--- config.mk ---
export PLATFORM = sky130hd
export DESIGN_NAME = alien_sprite_reader
export DESIGN_NICKNAME = d
export VERILOG_FILES = /design/src/rtl/alien_sprite_reader_pkg.sv /design/src/rtl/alien_sprite_reader.sv
export SDC_FILE = /design/constraint.sdc
export NUM_CORES = 1
export LEC_CHECK = 0
export ABC_AREA = 1
export CAP_MARGIN = 5
export CORE_MARGIN = 1.5
export CORE_UTILIZATION = 50
export CTS_BUF_LIST = sky130_fd_sc_hd__clkbuf_16
export CTS_CLUSTER_SIZE = 25
export DETAILED_ROUTE_END_ITERATION = 10
export PLACE_DENSITY = 0.78
export SLEW_MARGIN = 0
export SYNTH_ARGS = -nofsm -noshare
export SYNTH_HDL_FRONTEND = slang
export SYNTH_SLANG_ARGS = --single-unit
--- constraint.sdc ---
create_clock -name clk_pix -period 4.5 [get_ports clk_pix]
set_clock_uncertainty 0.1 [all_clocks]
set_input_delay 1.35 -clock clk_pix [delete_from_list [all_inputs] [get_ports clk_pix]]
set_output_delay 1.35 -clock clk_pix [all_outputs]
set_load 0.01 [all_outputs]
--- src/rtl/alien_sprite_reader_pkg.sv ---
// Purpose : shared sizes, colour key and reader FSM encoding for the alien sprite reader.
// Latency : n/a (declarations only).
// Backpressure: n/a (declarations only).
package alien_sprite_reader_pkg;

  localparam int         DEF_SPR_W    = 31;     // sprite width in pixels
  localparam int         DEF_SPR_H    = 26;     // sprite height in lines
  localparam int         DEF_ADDR_W   = 10;     // ROM address width
  localparam int         DEF_H_ACTIVE = 640;    // visible pixels per line
  localparam int         DEF_V_ACTIVE = 480;    // visible lines per frame
  localparam logic [7:0] DEF_TRANSP   = 8'h00;  // colour treated as see-through

  typedef enum logic [1:0] {
    ST_IDLE = 2'd0,  // waiting for the first sprite line of the frame
    ST_SCAN = 2'd1,  // between sprite lines, waiting for the lead-in column
    ST_DRAW = 2'd2,  // issuing one ROM address per pixel
    ST_DONE = 2'd3   // sprite finished, quiet until the next frame
  } state_t;

endpackage

--- src/rtl/alien_sprite_reader.sv ---
// Purpose : raster-order read side of the alien sprite ROM, aligned to the VGA beam.
// Latency : ROM address leads the beam by 1 pixel; pixel outputs line up with sx (0 column offset).
// Backpressure: none, free-running at pixel rate; frame_start overrides everything.
//
// Ports:
//   clk_pix, reset_n       pixel clock, async active-low reset
//   frame_start            1-cycle pulse at the top-left of each frame; latches pos_x/pos_y
//   sx, sy                 current beam column/line
//   pos_x, pos_y           requested sprite top-left, sampled on frame_start only
//   rom_dout               ROM data for the address presented in the previous cycle
//   rom_addr               registered ROM address
//   pix_color/spr_hit/pix_valid  pixel colour, in-box flag, opaque-pixel flag
module alien_sprite_reader
  import alien_sprite_reader_pkg::*;
#(
  parameter int         SPR_W    = DEF_SPR_W,
  parameter int         SPR_H    = DEF_SPR_H,
  parameter int         ADDR_W   = DEF_ADDR_W,
  parameter int         H_ACTIVE = DEF_H_ACTIVE,
  parameter int         V_ACTIVE = DEF_V_ACTIVE,
  parameter logic [7:0] TRANSP   = DEF_TRANSP
) (
  input  logic              clk_pix,
  input  logic              reset_n,
  input  logic              frame_start,
  input  logic [9:0]        sx,
  input  logic [9:0]        sy,
  input  logic [9:0]        pos_x,
  input  logic [9:0]        pos_y,
  input  logic [7:0]        rom_dout,
  output logic [ADDR_W-1:0] rom_addr,
  output logic [7:0]        pix_color,
  output logic              spr_hit,
  output logic              pix_valid
);

  localparam int COL_W = $clog2(SPR_W);
  localparam int ROW_W = $clog2(SPR_H);

  // The box must start at column 2 or later so the 2-pixel lead-in column exists.
  localparam logic [9:0]        POS_X_MIN = 10'd2;
  localparam logic [9:0]        POS_X_MAX = 10'(H_ACTIVE - SPR_W);
  localparam logic [9:0]        POS_Y_MAX = 10'(V_ACTIVE - SPR_H);
  localparam logic [COL_W-1:0]  COL_LAST  = COL_W'(SPR_W - 1);
  localparam logic [ROW_W-1:0]  ROW_LAST  = ROW_W'(SPR_H - 1);
  localparam logic [ADDR_W-1:0] LINE_STEP = ADDR_W'(SPR_W);

  state_t              r_state,     w_state_nxt;
  logic [9:0]          r_pos_x,     w_pos_x_clamp;
  logic [9:0]          r_pos_y,     w_pos_y_clamp;
  logic [ROW_W-1:0]    r_row_cnt,   w_row_nxt;
  logic [COL_W-1:0]    r_col_cnt,   w_col_nxt;
  logic [ADDR_W-1:0]   r_line_base, w_base_nxt;
  logic [ADDR_W-1:0]   r_addr,      w_addr_nxt;
  logic                r_hit,       w_hit_nxt;
  logic                w_lead_in;

  // Two columns before the box: this cycle decides, the next cycle presents
  // address col 0, and the ROM answers in the cycle the beam reaches the box.
  assign w_lead_in = (sx == (r_pos_x - POS_X_MIN));

  always_comb begin
    w_pos_x_clamp = pos_x;
    if (pos_x < POS_X_MIN)      w_pos_x_clamp = POS_X_MIN;
    else if (pos_x > POS_X_MAX) w_pos_x_clamp = POS_X_MAX;
    w_pos_y_clamp = (pos_y > POS_Y_MAX) ? POS_Y_MAX : pos_y;
  end

  always_comb begin
    w_state_nxt = r_state;
    w_row_nxt   = r_row_cnt;
    w_col_nxt   = r_col_cnt;
    w_base_nxt  = r_line_base;
    w_addr_nxt  = r_addr;
    w_hit_nxt   = 1'b0;
    if (frame_start) begin
      w_state_nxt = ST_IDLE;
      w_row_nxt   = '0;
      w_col_nxt   = '0;
      w_base_nxt  = '0;
    end else begin
      case (r_state)
        ST_IDLE: begin
          if ((sy == r_pos_y) && w_lead_in) begin
            w_state_nxt = ST_DRAW;
            w_addr_nxt  = r_line_base;
          end
        end
        // Lead-in column occurs once per line, so this picks up the next line.
        ST_SCAN: begin
          if (w_lead_in) begin
            w_state_nxt = ST_DRAW;
            w_addr_nxt  = r_line_base;
          end
        end
        ST_DRAW: begin
          w_hit_nxt = 1'b1;
          if (r_col_cnt == COL_LAST) begin
            // Address holds at the line's last pixel until the next line starts.
            w_col_nxt  = '0;
            w_base_nxt = r_line_base + LINE_STEP;
            if (r_row_cnt == ROW_LAST) begin
              w_state_nxt = ST_DONE;
            end else begin
              w_row_nxt   = r_row_cnt + ROW_W'(1);
              w_state_nxt = ST_SCAN;
            end
          end else begin
            w_col_nxt  = r_col_cnt + COL_W'(1);
            w_addr_nxt = r_line_base + ADDR_W'(r_col_cnt) + ADDR_W'(1);
          end
        end
        ST_DONE: begin
          w_state_nxt = ST_DONE;
        end
        default: w_state_nxt = ST_IDLE;
      endcase
    end
  end

  always_ff @(posedge clk_pix or negedge reset_n) begin
    if (!reset_n) begin
      r_state     <= ST_IDLE;
      r_pos_x     <= POS_X_MIN;
      r_pos_y     <= '0;
      r_row_cnt   <= '0;
      r_col_cnt   <= '0;
      r_line_base <= '0;
      r_addr      <= '0;
      r_hit       <= 1'b0;
    end else begin
      r_state     <= w_state_nxt;
      r_row_cnt   <= w_row_nxt;
      r_col_cnt   <= w_col_nxt;
      r_line_base <= w_base_nxt;
      r_addr      <= w_addr_nxt;
      r_hit       <= w_hit_nxt;
      if (frame_start) begin
        r_pos_x <= w_pos_x_clamp;
        r_pos_y <= w_pos_y_clamp;
      end
    end
  end

  assign rom_addr  = r_addr;
  assign spr_hit   = r_hit;
  assign pix_color = r_hit ? rom_dout : 8'h00;
  assign pix_valid = r_hit && (rom_dout != TRANSP);

endmodule

==> out/summary.log <==
qor: outcome.status finished, final reports clean
qor: logic_synthesis.yosysWarningCount 0
qor: worst_setup_path.worst_ep_arrival_time 2.64 ns
qor: route.maxUsedRoutingLayer met4
qor: timing.hold-worst-slack 0.398 ns
qor: pwr.design_power_total 1.18 mW
qor: route.met3_wirelength 363 µm
qor: finish.multi_input_area 1660 µm²
qor: route.num_vias 3135
qor: timing.timing.final.crit_period 4.09 ns
qor: global_routing.gr-total-overflow 0
qor: timing.drv_slew 0
qor: pwr.power.density 279 nW/µm²
qor: global_routing.global_route_wire_length_before_repair 12800 µm
qor: placed_design.place.detailed.hpwl 5660 µm
qor: clocking.post_cts_buffers 0
qor: finish.layout.filler_cells 549
qor: placed_design.numPortBuffers 70
qor: route.initialDrtViolationCount 172
qor: die.horizontal_die_dimension 84.4 µm
qor: flow_run.drv.max_cap_violation_count 0
qor: pwr.p_leak 2.12 nW
qor: clocking.clock_sinks 53
qor: clocking.max_root_sink_buffers 2
qor: timing.totalNegativeSetupSlack 0 ns
qor: route.drcViolationCount 0
qor: worst_setup_path.setup.worst_path.end_class primary output
qor: logic_synthesis.synthesis.nets 519
qor: logic_synthesis.yosysUniqueCellTypes 40
qor: global_routing.grt_max_degree 37
qor: timing.slew_headroom 0.472
qor: route.detail_route.wirelength 7550 µm
qor: logic_synthesis.synth-seq-cells 53
qor: timing.tightestPinTransition 0.792 ns
qor: clocking.h_tree_levels 2
qor: finish.post_route_cells_drive_above_1_share 0.0455
qor: timing.finalSetupViolCount 0
qor: clocking.cts.root.buffer_cell clkbuf_16
qor: clocking.clock_transition_at_the_registers_of_the_reported_paths 0.07 ns
qor: clocking.post_cts_resized 0
qor: min_path.hold_path_class flop to flop
qor: die.placement_rows 29
qor: die.io-pin-count 71
qor: global_routing.grt_use_total 0.217
qor: timing.hold_violations 0
qor: logic_synthesis.post_synth_instance_area 3310 µm²
qor: route.antenna_violating_nets_post_route 0
qor: die.floorplan.initialDensity 0.518
qor: clocking.cts_tree yes
qor: die.die_height 84.4 µm
qor: route.met1Wirelength 3350 µm
qor: logic_synthesis.asyncSetResetFlopFracSynth 1.00
qor: route.wl_met2 3740 µm
qor: placed_design.detailed_place.area 4070 µm²
qor: pwr.max-vdd-ir-drop 0.218 mV
qor: finish.finalNetCount 589
qor: finish.layout-area-overhead-vs-synth 27.9%
qor: logic_synthesis.synth_sequential_area_ratio 0.401
qor: worst_setup_path.path_class input port to primary output
qor: worst_setup_path.cp.required 3.05 ns
qor: die.floorplan.core_area 6390 µm²
qor: global_routing.grt_pass1_vias 3053
qor: timing.rsz0062_at_grt false
qor: route.via_per_inst 5.19
qor: logic_synthesis.synth_edf_count 0
qor: logic_synthesis.synth_cells 456
qor: timing.max_freq 245 MHz
qor: clocking.cts-buffers-inserted 5
qor: route.detail_route.first_pass.iterations 4
qor: finish.register_area 1330 µm²
qor: logic_synthesis.dominantRegCellSynth dfrtp_1
qor: placed_design.weighted_congestion_at_the_end_of_routability_driven_global_placement 0.941
qor: timing.post-route-period-util 0.909
qor: finish.n_antenna_cell 0
qor: clocking.clock_insertion_delay_worst_skew 0.29 ns
qor: finish.finalInstanceArea 4230 µm²
qor: logic_synthesis.average_cell_area_after_synthesis 7.26 µm²
qor: die.floorplan.die_area 7120 µm²
qor: worst_setup_path.worst-path-max-fanout 2
qor: global_routing.antenna_violations_before_repair 0
qor: route.detail_route.wl_per_cell 12.5 µm
qor: worst_setup_path.crit_path_start_kind input port
qor: clocking.postCtsHoldBufs 0
qor: finish.layout.core_utilization 0.663
==> state kept, by name, indices dropped and copies added (netlist names) <==
name and flops:
r_col_cnt 5, r_line_base 10, r_pos_x 10, r_pos_y 10, r_row_cnt 5, r_state 2, rom_addr 10, spr_hit 1
==> worst max-delay path: stages <==
cell and delay (ns):
clkdlybuf4s50_1 0.42, nor4_1 0.26, a21boi_0 0.12, clkdlybuf4s50_1 0.49
==> cells by family (layout without fill, tap and decap cells) <==
kind of cell	Yosys count	after routing	synth area share
AO/OA/AOI/OAI	73	73	0.122
XOR/XNOR	16	16	0.0465
adder cells (fa/ha/maj)	12	12	0.0476
buffers and inverters	83	154	0.0990
flip-flops	53	53	0.401
multiplexers	1	1	0.00302
AND/OR/NAND/NOR	218	218	0.281
==> layout make-up <==
cell class	instances	share of cell area
sequential	53	0.314
clock buffer	5	0.0296
tap	77	0.0228
multi-input combinational	320	0.391
clock inverter	3	0.00887
timing repair buffer	73	0.170
inverter	73	0.0647
==> synthesized netlist by cell type, types with 2 or more instances <==
master,count,share of area
a21oi_1,16,0.024
nand2_2,2,0.0038
xor2_1,8,0.021
xnor2_1,7,0.019
nand4_1,2,0.0038
o22ai_1,5,0.0094
nand3_2,2,0.0060
nor4_1,2,0.0038
inv_2,2,0.0023
nor3_1,6,0.0091
o21ai_0,38,0.057
dfrtp_1,52,0.39
clkbuf_1,7,0.0079
o21ai_1,2,0.0030
nor2_2,2,0.0038
ha_1,11,0.042
nand2_1,129,0.15
o31ai_1,4,0.0091
buf_6,2,0.0068
inv_1,71,0.081
nand3_1,37,0.056
nor2_1,31,0.035
==> where the power goes <==
part	internal (mW)	switching, mW	total [mW]
registers	0.505	0.0210	0.526
logic	0.108	0.123	0.231
clock network	0.259	0.166	0.425
total	0.872	0.310	1.18
==> per-layer routing <==
| layer | vias up | global-route usage |
|---|---|---|
| met5 | - | 0 |
| met4 | 0 | 0.0557 |
| met3 | 10 | 0.0383 |
| met2 | 74 | 0.393 |
| met1 | 1451 | 0.268 |
| li1 | 1600 | - |
==> cell usage in the layout, fill, tap and decap left out, types with 2 or more instances in the layout <==
| master | n |
|---|---|
| buf_4 | 3 |
| o31ai_1 | 4 |
| o22ai_1 | 5 |
| xnor2_1 | 7 |
| nor2_1 | 31 |
| nand2_1 | 129 |
| a21oi_1 | 16 |
| inv_1 | 72 |
| nand4_1 | 2 |
| inv_2 | 2 |
| nor3_1 | 6 |
| clkbuf_16 | 5 |
| nand3_1 | 37 |
| xor2_1 | 8 |
| ha_1 | 11 |
| nand3_2 | 2 |
| nor4_1 | 2 |
| dfrtp_1 | 52 |
| nor2_2 | 2 |
| clkdlybuf4s50_1 | 69 |
| o21ai_0 | 38 |
| nand2_2 | 2 |
| o21ai_1 | 2 |
==> path summary, 6_finish.rpt <==
check                      cells past startpoint  slack [ns]         start             end
min in group asynchronous                      1        1.04       reset_n  r_line_base[7]
max                                            4        0.41   rom_dout[3]       pix_valid
max reg2reg                                   10        2.18    r_pos_x[1]     rom_addr[4]
min                                            1        0.40  r_row_cnt[3]    r_row_cnt[3]
min reg2reg                                    1        0.40  r_row_cnt[3]    r_row_cnt[3]
max in group asynchronous                      2        2.45       reset_n      r_pos_x[1]
==> stage by stage <==
stage	worst slack, ns	instances
final	0.411	604
after global routing	0.326	604
after CTS	0.402	604
after detailed placement	0.406	596
after global placement	0.408	596
after floorplan	1.30	456
No activity file was read; power rests on OpenSTA's default activity.
